[src/rtl/alu_pkg.sv]
// alu_pkg
//   Shared definitions for the ALU front end.
//   - alu_op_e    : opcode encoding, one functional unit per opcode
//   - ALU_N_UNITS : number of functional units (legal opcodes 0..ALU_N_UNITS-1)
//   - ALU_OP_W    : opcode width
//   - ALU_DATA_W  : default operand width
package alu_pkg;

  localparam int ALU_OP_W    = 4;
  localparam int ALU_N_UNITS = 9;
  localparam int ALU_DATA_W  = 32;

  typedef enum logic [ALU_OP_W-1:0] {
    ADD = 4'd0,
    SUB = 4'd1,
    MP  = 4'd2,
    SLL = 4'd3,
    SRL = 4'd4,
    AND = 4'd5,
    OR  = 4'd6,
    XOR = 4'd7,
    INV = 4'd8
  } alu_op_e;

endpackage

[src/rtl/alu_dispatch_fifo.sv]
// alu_dispatch_fifo
//   Generic synchronous FIFO with synchronous flush. The head word is read
//   combinationally from storage, so a word written at edge n is visible at
//   rdata from cycle n+1.
// Ports:
//   clk, rst_n  : clock, asynchronous active-low reset
//   flush       : empties the FIFO at the edge; beats push and pop
//   push, wdata : write request and data (ignored when full)
//   pop         : remove the head (ignored when empty)
//   rdata       : head word (undefined content when empty)
//   full, empty : status
//   count       : number of stored words
module alu_dispatch_fifo #(
  parameter int WIDTH = 36,
  parameter int DEPTH = 2
) (
  input  logic                       clk,
  input  logic                       rst_n,
  input  logic                       flush,
  input  logic                       push,
  input  logic [WIDTH-1:0]           wdata,
  input  logic                       pop,
  output logic [WIDTH-1:0]           rdata,
  output logic                       full,
  output logic                       empty,
  output logic [$clog2(DEPTH):0]     count
);

  localparam int AW = $clog2(DEPTH);

  // Pointers carry one extra wrap bit to tell full from empty.
  logic [AW:0]      wr_ptr_reg, wr_ptr_next;
  logic [AW:0]      rd_ptr_reg, rd_ptr_next;
  logic [WIDTH-1:0] mem [DEPTH];
  logic             do_push, do_pop;

  assign empty = (wr_ptr_reg == rd_ptr_reg);
  assign full  = (wr_ptr_reg[AW] != rd_ptr_reg[AW]) &&
                 (wr_ptr_reg[AW-1:0] == rd_ptr_reg[AW-1:0]);
  assign count = wr_ptr_reg - rd_ptr_reg;
  assign rdata = mem[rd_ptr_reg[AW-1:0]];

  assign do_push = push && !full && !flush;
  assign do_pop  = pop && !empty && !flush;

  always_comb begin
    wr_ptr_next = wr_ptr_reg;
    rd_ptr_next = rd_ptr_reg;
    if (flush) begin
      // Discard everything by catching the read pointer up to the write one.
      rd_ptr_next = wr_ptr_reg;
    end else begin
      if (do_push) wr_ptr_next = wr_ptr_reg + (AW+1)'(1);
      if (do_pop)  rd_ptr_next = rd_ptr_reg + (AW+1)'(1);
    end
  end

  always_ff @(posedge clk or negedge rst_n) begin
    if (!rst_n) begin
      wr_ptr_reg <= '0;
      rd_ptr_reg <= '0;
    end else begin
      wr_ptr_reg <= wr_ptr_next;
      rd_ptr_reg <= rd_ptr_next;
    end
  end

  // Storage needs no reset: empty masks its contents downstream.
  always_ff @(posedge clk) begin
    if (do_push) mem[wr_ptr_reg[AW-1:0]] <= wdata;
  end

endmodule

[src/rtl/alu_dispatch.sv]
// alu_dispatch
//   Buffered operation dispatcher in front of the ALU functional units.
//   Accepts {opcode, operand} words, queues legal ones, and presents the
//   queue head to exactly one unit selected by its opcode. Illegal opcodes
//   are dropped, pulsed on illegal_op and counted (saturating).
// Ports:
//   clk, rst_n            : clock, asynchronous active-low reset
//   flush                 : synchronous queue clear (blocks accept this cycle)
//   in_valid/in_ready     : producer handshake; in_op / in_data word fields
//   unit_valid/unit_ready : per-unit handshake, unit_valid one-hot or zero
//   unit_data             : head operand shared by all units (0 when empty)
//   illegal_op            : one-cycle pulse per dropped word
//   illegal_cnt           : saturating dropped-word count
//   occupancy             : current FIFO entries
module alu_dispatch
  import alu_pkg::*;
#(
  parameter int DATA_W  = ALU_DATA_W,
  parameter int OP_W    = ALU_OP_W,
  parameter int N_UNITS = ALU_N_UNITS,
  parameter int DEPTH   = 2
) (
  input  logic                       clk,
  input  logic                       rst_n,
  input  logic                       flush,
  input  logic                       in_valid,
  output logic                       in_ready,
  input  logic [OP_W-1:0]            in_op,
  input  logic [DATA_W-1:0]          in_data,
  output logic [N_UNITS-1:0]         unit_valid,
  input  logic [N_UNITS-1:0]         unit_ready,
  output logic [DATA_W-1:0]          unit_data,
  output logic                       illegal_op,
  output logic [7:0]                 illegal_cnt,
  output logic [$clog2(DEPTH+1)-1:0] occupancy
);

  localparam int WORD_W = OP_W + DATA_W;
  // One extra bit so N_UNITS == 2**OP_W still compares correctly.
  localparam logic [OP_W:0] N_UNITS_L = (OP_W+1)'(N_UNITS);

  logic              fifo_full, fifo_empty;
  logic              accept, op_legal, push, pop;
  logic [WORD_W-1:0] head;
  logic [OP_W-1:0]   head_op;
  logic [DATA_W-1:0] head_data;

  logic       illegal_op_reg, illegal_op_next;
  logic [7:0] illegal_cnt_reg, illegal_cnt_next;

  // Depends only on state and flush, never on unit_ready.
  assign in_ready = !fifo_full && !flush;
  assign accept   = in_valid && in_ready;
  assign op_legal = ({1'b0, in_op} < N_UNITS_L);
  assign push     = accept && op_legal;
  assign pop      = |(unit_valid & unit_ready);

  alu_dispatch_fifo #(
    .WIDTH (WORD_W),
    .DEPTH (DEPTH)
  ) u_fifo (
    .clk   (clk),
    .rst_n (rst_n),
    .flush (flush),
    .push  (push),
    .wdata ({in_op, in_data}),
    .pop   (pop),
    .rdata (head),
    .full  (fifo_full),
    .empty (fifo_empty),
    .count (occupancy)
  );

  assign head_op   = head[WORD_W-1:DATA_W];
  assign head_data = head[DATA_W-1:0];
  assign unit_data = fifo_empty ? '0 : head_data;

  // Request is withheld during flush so no unit can take the discarded head.
  generate
    for (genvar gi = 0; gi < N_UNITS; gi++) begin : g_unit_sel
      assign unit_valid[gi] = !fifo_empty && !flush && (head_op == OP_W'(gi));
    end
  endgenerate

  always_comb begin
    illegal_op_next  = accept && !op_legal;
    illegal_cnt_next = illegal_cnt_reg;
    if (illegal_op_next && (illegal_cnt_reg != 8'hFF))
      illegal_cnt_next = illegal_cnt_reg + 8'd1;
  end

  always_ff @(posedge clk or negedge rst_n) begin
    if (!rst_n) begin
      illegal_op_reg  <= 1'b0;
      illegal_cnt_reg <= 8'd0;
    end else begin
      illegal_op_reg  <= illegal_op_next;
      illegal_cnt_reg <= illegal_cnt_next;
    end
  end

  assign illegal_op  = illegal_op_reg;
  assign illegal_cnt = illegal_cnt_reg;

endmodule

[config.mk]
export PLATFORM = sky130hd
export DESIGN_NAME = alu_dispatch
export DESIGN_NICKNAME = d
export VERILOG_FILES = /design/src/rtl/alu_pkg.sv /design/src/rtl/alu_dispatch_fifo.sv /design/src/rtl/alu_dispatch.sv
export SDC_FILE = /design/constraint.sdc
export NUM_CORES = 1
export LEC_CHECK = 0
export ABC_AREA = 1
export BUFFER_PORTS_ARGS = -buffer_cell sky130_fd_sc_hd__buf_4
export CORE_ASPECT_RATIO = 0.7
export CORE_MARGIN = 3
export CORE_UTILIZATION = 57
export CTS_CLUSTER_DIAMETER = 80
export DETAILED_ROUTE_END_ITERATION = 10
export PLACE_DENSITY = 0.81
export SLEW_MARGIN = 20
export SYNTH_ARGS = -nofsm -noshare
export SYNTH_HDL_FRONTEND = slang
export SYNTH_HIERARCHICAL = 1
export SYNTH_SLANG_ARGS = --single-unit
export TNS_END_PERCENT = 20
[constraint.sdc]
create_clock -name clk -period 9.6 [get_ports clk]
set_input_delay 0.96 -clock clk [delete_from_list [all_inputs] [get_ports clk]]
set_output_delay 0.96 -clock clk [all_outputs]
set_load 0.02 [all_outputs]
==> results.cfg <==
[run_status]
status = finished, final reports clean

[layout]
syn_to_final_growth_pct = 25.71
fill_cells = 447
final_cell_mix = 157 x nand2_1, 103 x buf_4, 72 x edfxtp_1, 54 x inv_1, 49 x nor2_1
largest_register_ffs = 72
antenna_cells = 0
final_common_cell = nand2_1
finalNetCount = 572
drive_gt1_frac = 0.2795
fin_cells = 617

[clock_tree]
cts_tree = yes
clkSlewWorstSetupHoldPaths_ps = 80
cts_hold_repair.buffers = 0
cts_max_level = 3
clock_sinks = 85
insertion_delay_ps = 350
cts_resized = 0
postCtsSetupBuffers = 0
cts_buffers = 9
cts_buffer_depth = 2
cts-root-buf = clkbuf_8

[run]
drv_cap = 0

[detailed_routing]
via_per_inst = 4.823
wl_per_cell_um = 13.40
antenna_left = 0
drt_iter0_markers = 228
drt_first_pass_iters = 4
wirelength_mm = 8.265
drc = 0
vias = 2976

[pwr]
swShare = 0.4439
total_power_mw = 1.425
ir_drop_uv = 165.3
pwr-share-clk = 0.153
combPwrFrac = 0.526
p_per_area_nw_per_um2 = 287.6
p_switching_uw = 632.7
p_int_uw = 792.5
power_frac_seq = 0.321
power.static_leakage_nw = 2.390

[die]
start_util = 0.6107
num_rows = 24
core_area_um2 = 6456
die_h_um = 75.58
die_w_um = 105.4
die-area_um2 = 7967
num_io_pins = 102

[sta]
finalHoldViolCount = 0
period_minus_slack_ps = 4018
finalSetupTns_ps = 0
setup_violations = 0
setup_slack_ps = 5582
whs_ps = 443.1
period_share = 0.4185
slew_violations = 0
finClkSkew_ps = 7.315
max-slew-margin-rel = 0.3014
fmax_mhz = 248.9
rsz0062_at_grt = false
worst_slew_pin_slew_ps = 1042

[placement]
dp.cells = 600
post-dp-hpwl_mm = 5.620
globalplace.congestion = 0.8265
portBuffers = 101
place_ws_ps = 6306

[synth]
avgSynthCellArea_um2 = 9.409
synth_area_um2 = 3943
ys_top_cells_by_area = edfxtp_1 55%, nand2_1 15%, dfrtp_1 8.3%, inv_1 5.2%, nor2_1 4.8%
synth.yosys.warnings = 6
yosysTopAreaCell = edfxtp_1
synth.top_cell.area_share = 0.5484
ys_seq_area_frac = 0.6309
synth_cell_types = 25
syn-num-nets = 470
syn_inst = 419
synth_seq_cells = 85

[setup_path]
crit_required_ps = 8640
cp-start-kind = flop
crit_path_end_kind = output port
crit_type = flop to output port
arrival_ps = 3060
critPathMaxFanout = 34

[global_routing]
antenna_found_initial = 0
first_global_vias = 2785
grt_usage = 0.2162
grt_pass1_wl_mm = 13.17
grt-ovfl-total = 0
grt_max_degree = 41

[hold_path]
hp-class = input port to async pin
worst max-delay path: stages, from the launching register on:
cell and delay (ps):
dfrtp_1 410, inv_1 120, ha_1 370, nand3_2 110, clkinv_1 810, inv_2 190, nand2_1 100, nor2_1 210
inv_2 70, nor3_1 140, buf_4 170
metal layers:
metal  routed length (um)  track usage
met1                 3577       0.2768
met2                 3939       0.3686
met3                  705      0.06605
met4                   42      0.05677
met5                    0            0
metrics by stage:
stage / util / instance area [um2]
3_5_place_dp: 0.7376 / 4762
4_1_cts: 0.7645 / 4936
5_1_grt: 0.7676 / 4956
3_3_place_gp: 0.7376 / 4762
2_1_floorplan: - / 3943
6_report: 0.7676 / 4956
cells by family (layout without fill, tap and decap cells):
kind of cell,after synthesis,after routing,share of synthesized area
and+or+nand+nor,246,246,0.2631
buffers and inverters,75,182,0.07807
adders and majority gates,2,2,0.006346
DFF,85,85,0.6309
AOI/OAI and AO/OA,5,5,0.008251
xor gates and xnor gates,6,6,0.01333
power by group through the flow:
stage          Sequential, mW  Clock, mW  Combinational [mW]
2_1_floorplan           0.469          0               0.477
3_3_place_gp            0.462          0               0.736
3_5_place_dp            0.465          0               0.752
4_1_cts                 0.456      0.225               0.755
5_1_grt                 0.460      0.240               0.824
6_report                0.457      0.219               0.750
final timing paths:
kind	start	end	slack (ps)	cells past startpoint
setup / recovery	u_fifo/wr_ptr_reg[0]	unit_valid[8]	5580	10
hold / removal	rst_n	illegal_cnt[1]	440	1
setup reg to reg	u_fifo/wr_ptr_reg[0]	u_fifo/rd_ptr_reg[1]	6540	14
hold reg to reg	illegal_cnt[5]	illegal_cnt[5]	520	2
max in group asynchronous	rst_n	u_fifo/rd_ptr_reg[0]	8990	1
min in group clk	illegal_cnt[5]	illegal_cnt[5]	520	2
synthesized netlist by cell type:
cell and instances:
nor3_1 1, nand4_2 1, inv_1 55, dfrtp_1 13, inv_2 7, buf_4 3
nor2_2 5, nand4_1 6, buf_6 1, ha_1 2, xnor2_1 3, o21ai_2 2
clkbuf_1 3, buf_2 6, edfxtp_1 72, nand3_2 2, nor2_4 2, nand2_1 157
nand3_1 13, xor2_1 3, nand2_2 7, nand2_4 2, a21oi_1 1, nor2_1 50
o21ai_0 2
final cells by class:
type                       instances  area (um2)  share of cell area
multi-input combinational        259        1155              0.2330
inverter                          62       232.7             0.04696
clock buffer                       9       123.9             0.02499
clock inverter                     7       50.05             0.01010
timing repair buffer             104       793.3              0.1601
tap                               91       113.9             0.02297
sequential                        85        2487              0.5019
Note: power is estimated with default switching activity, not from simulation.
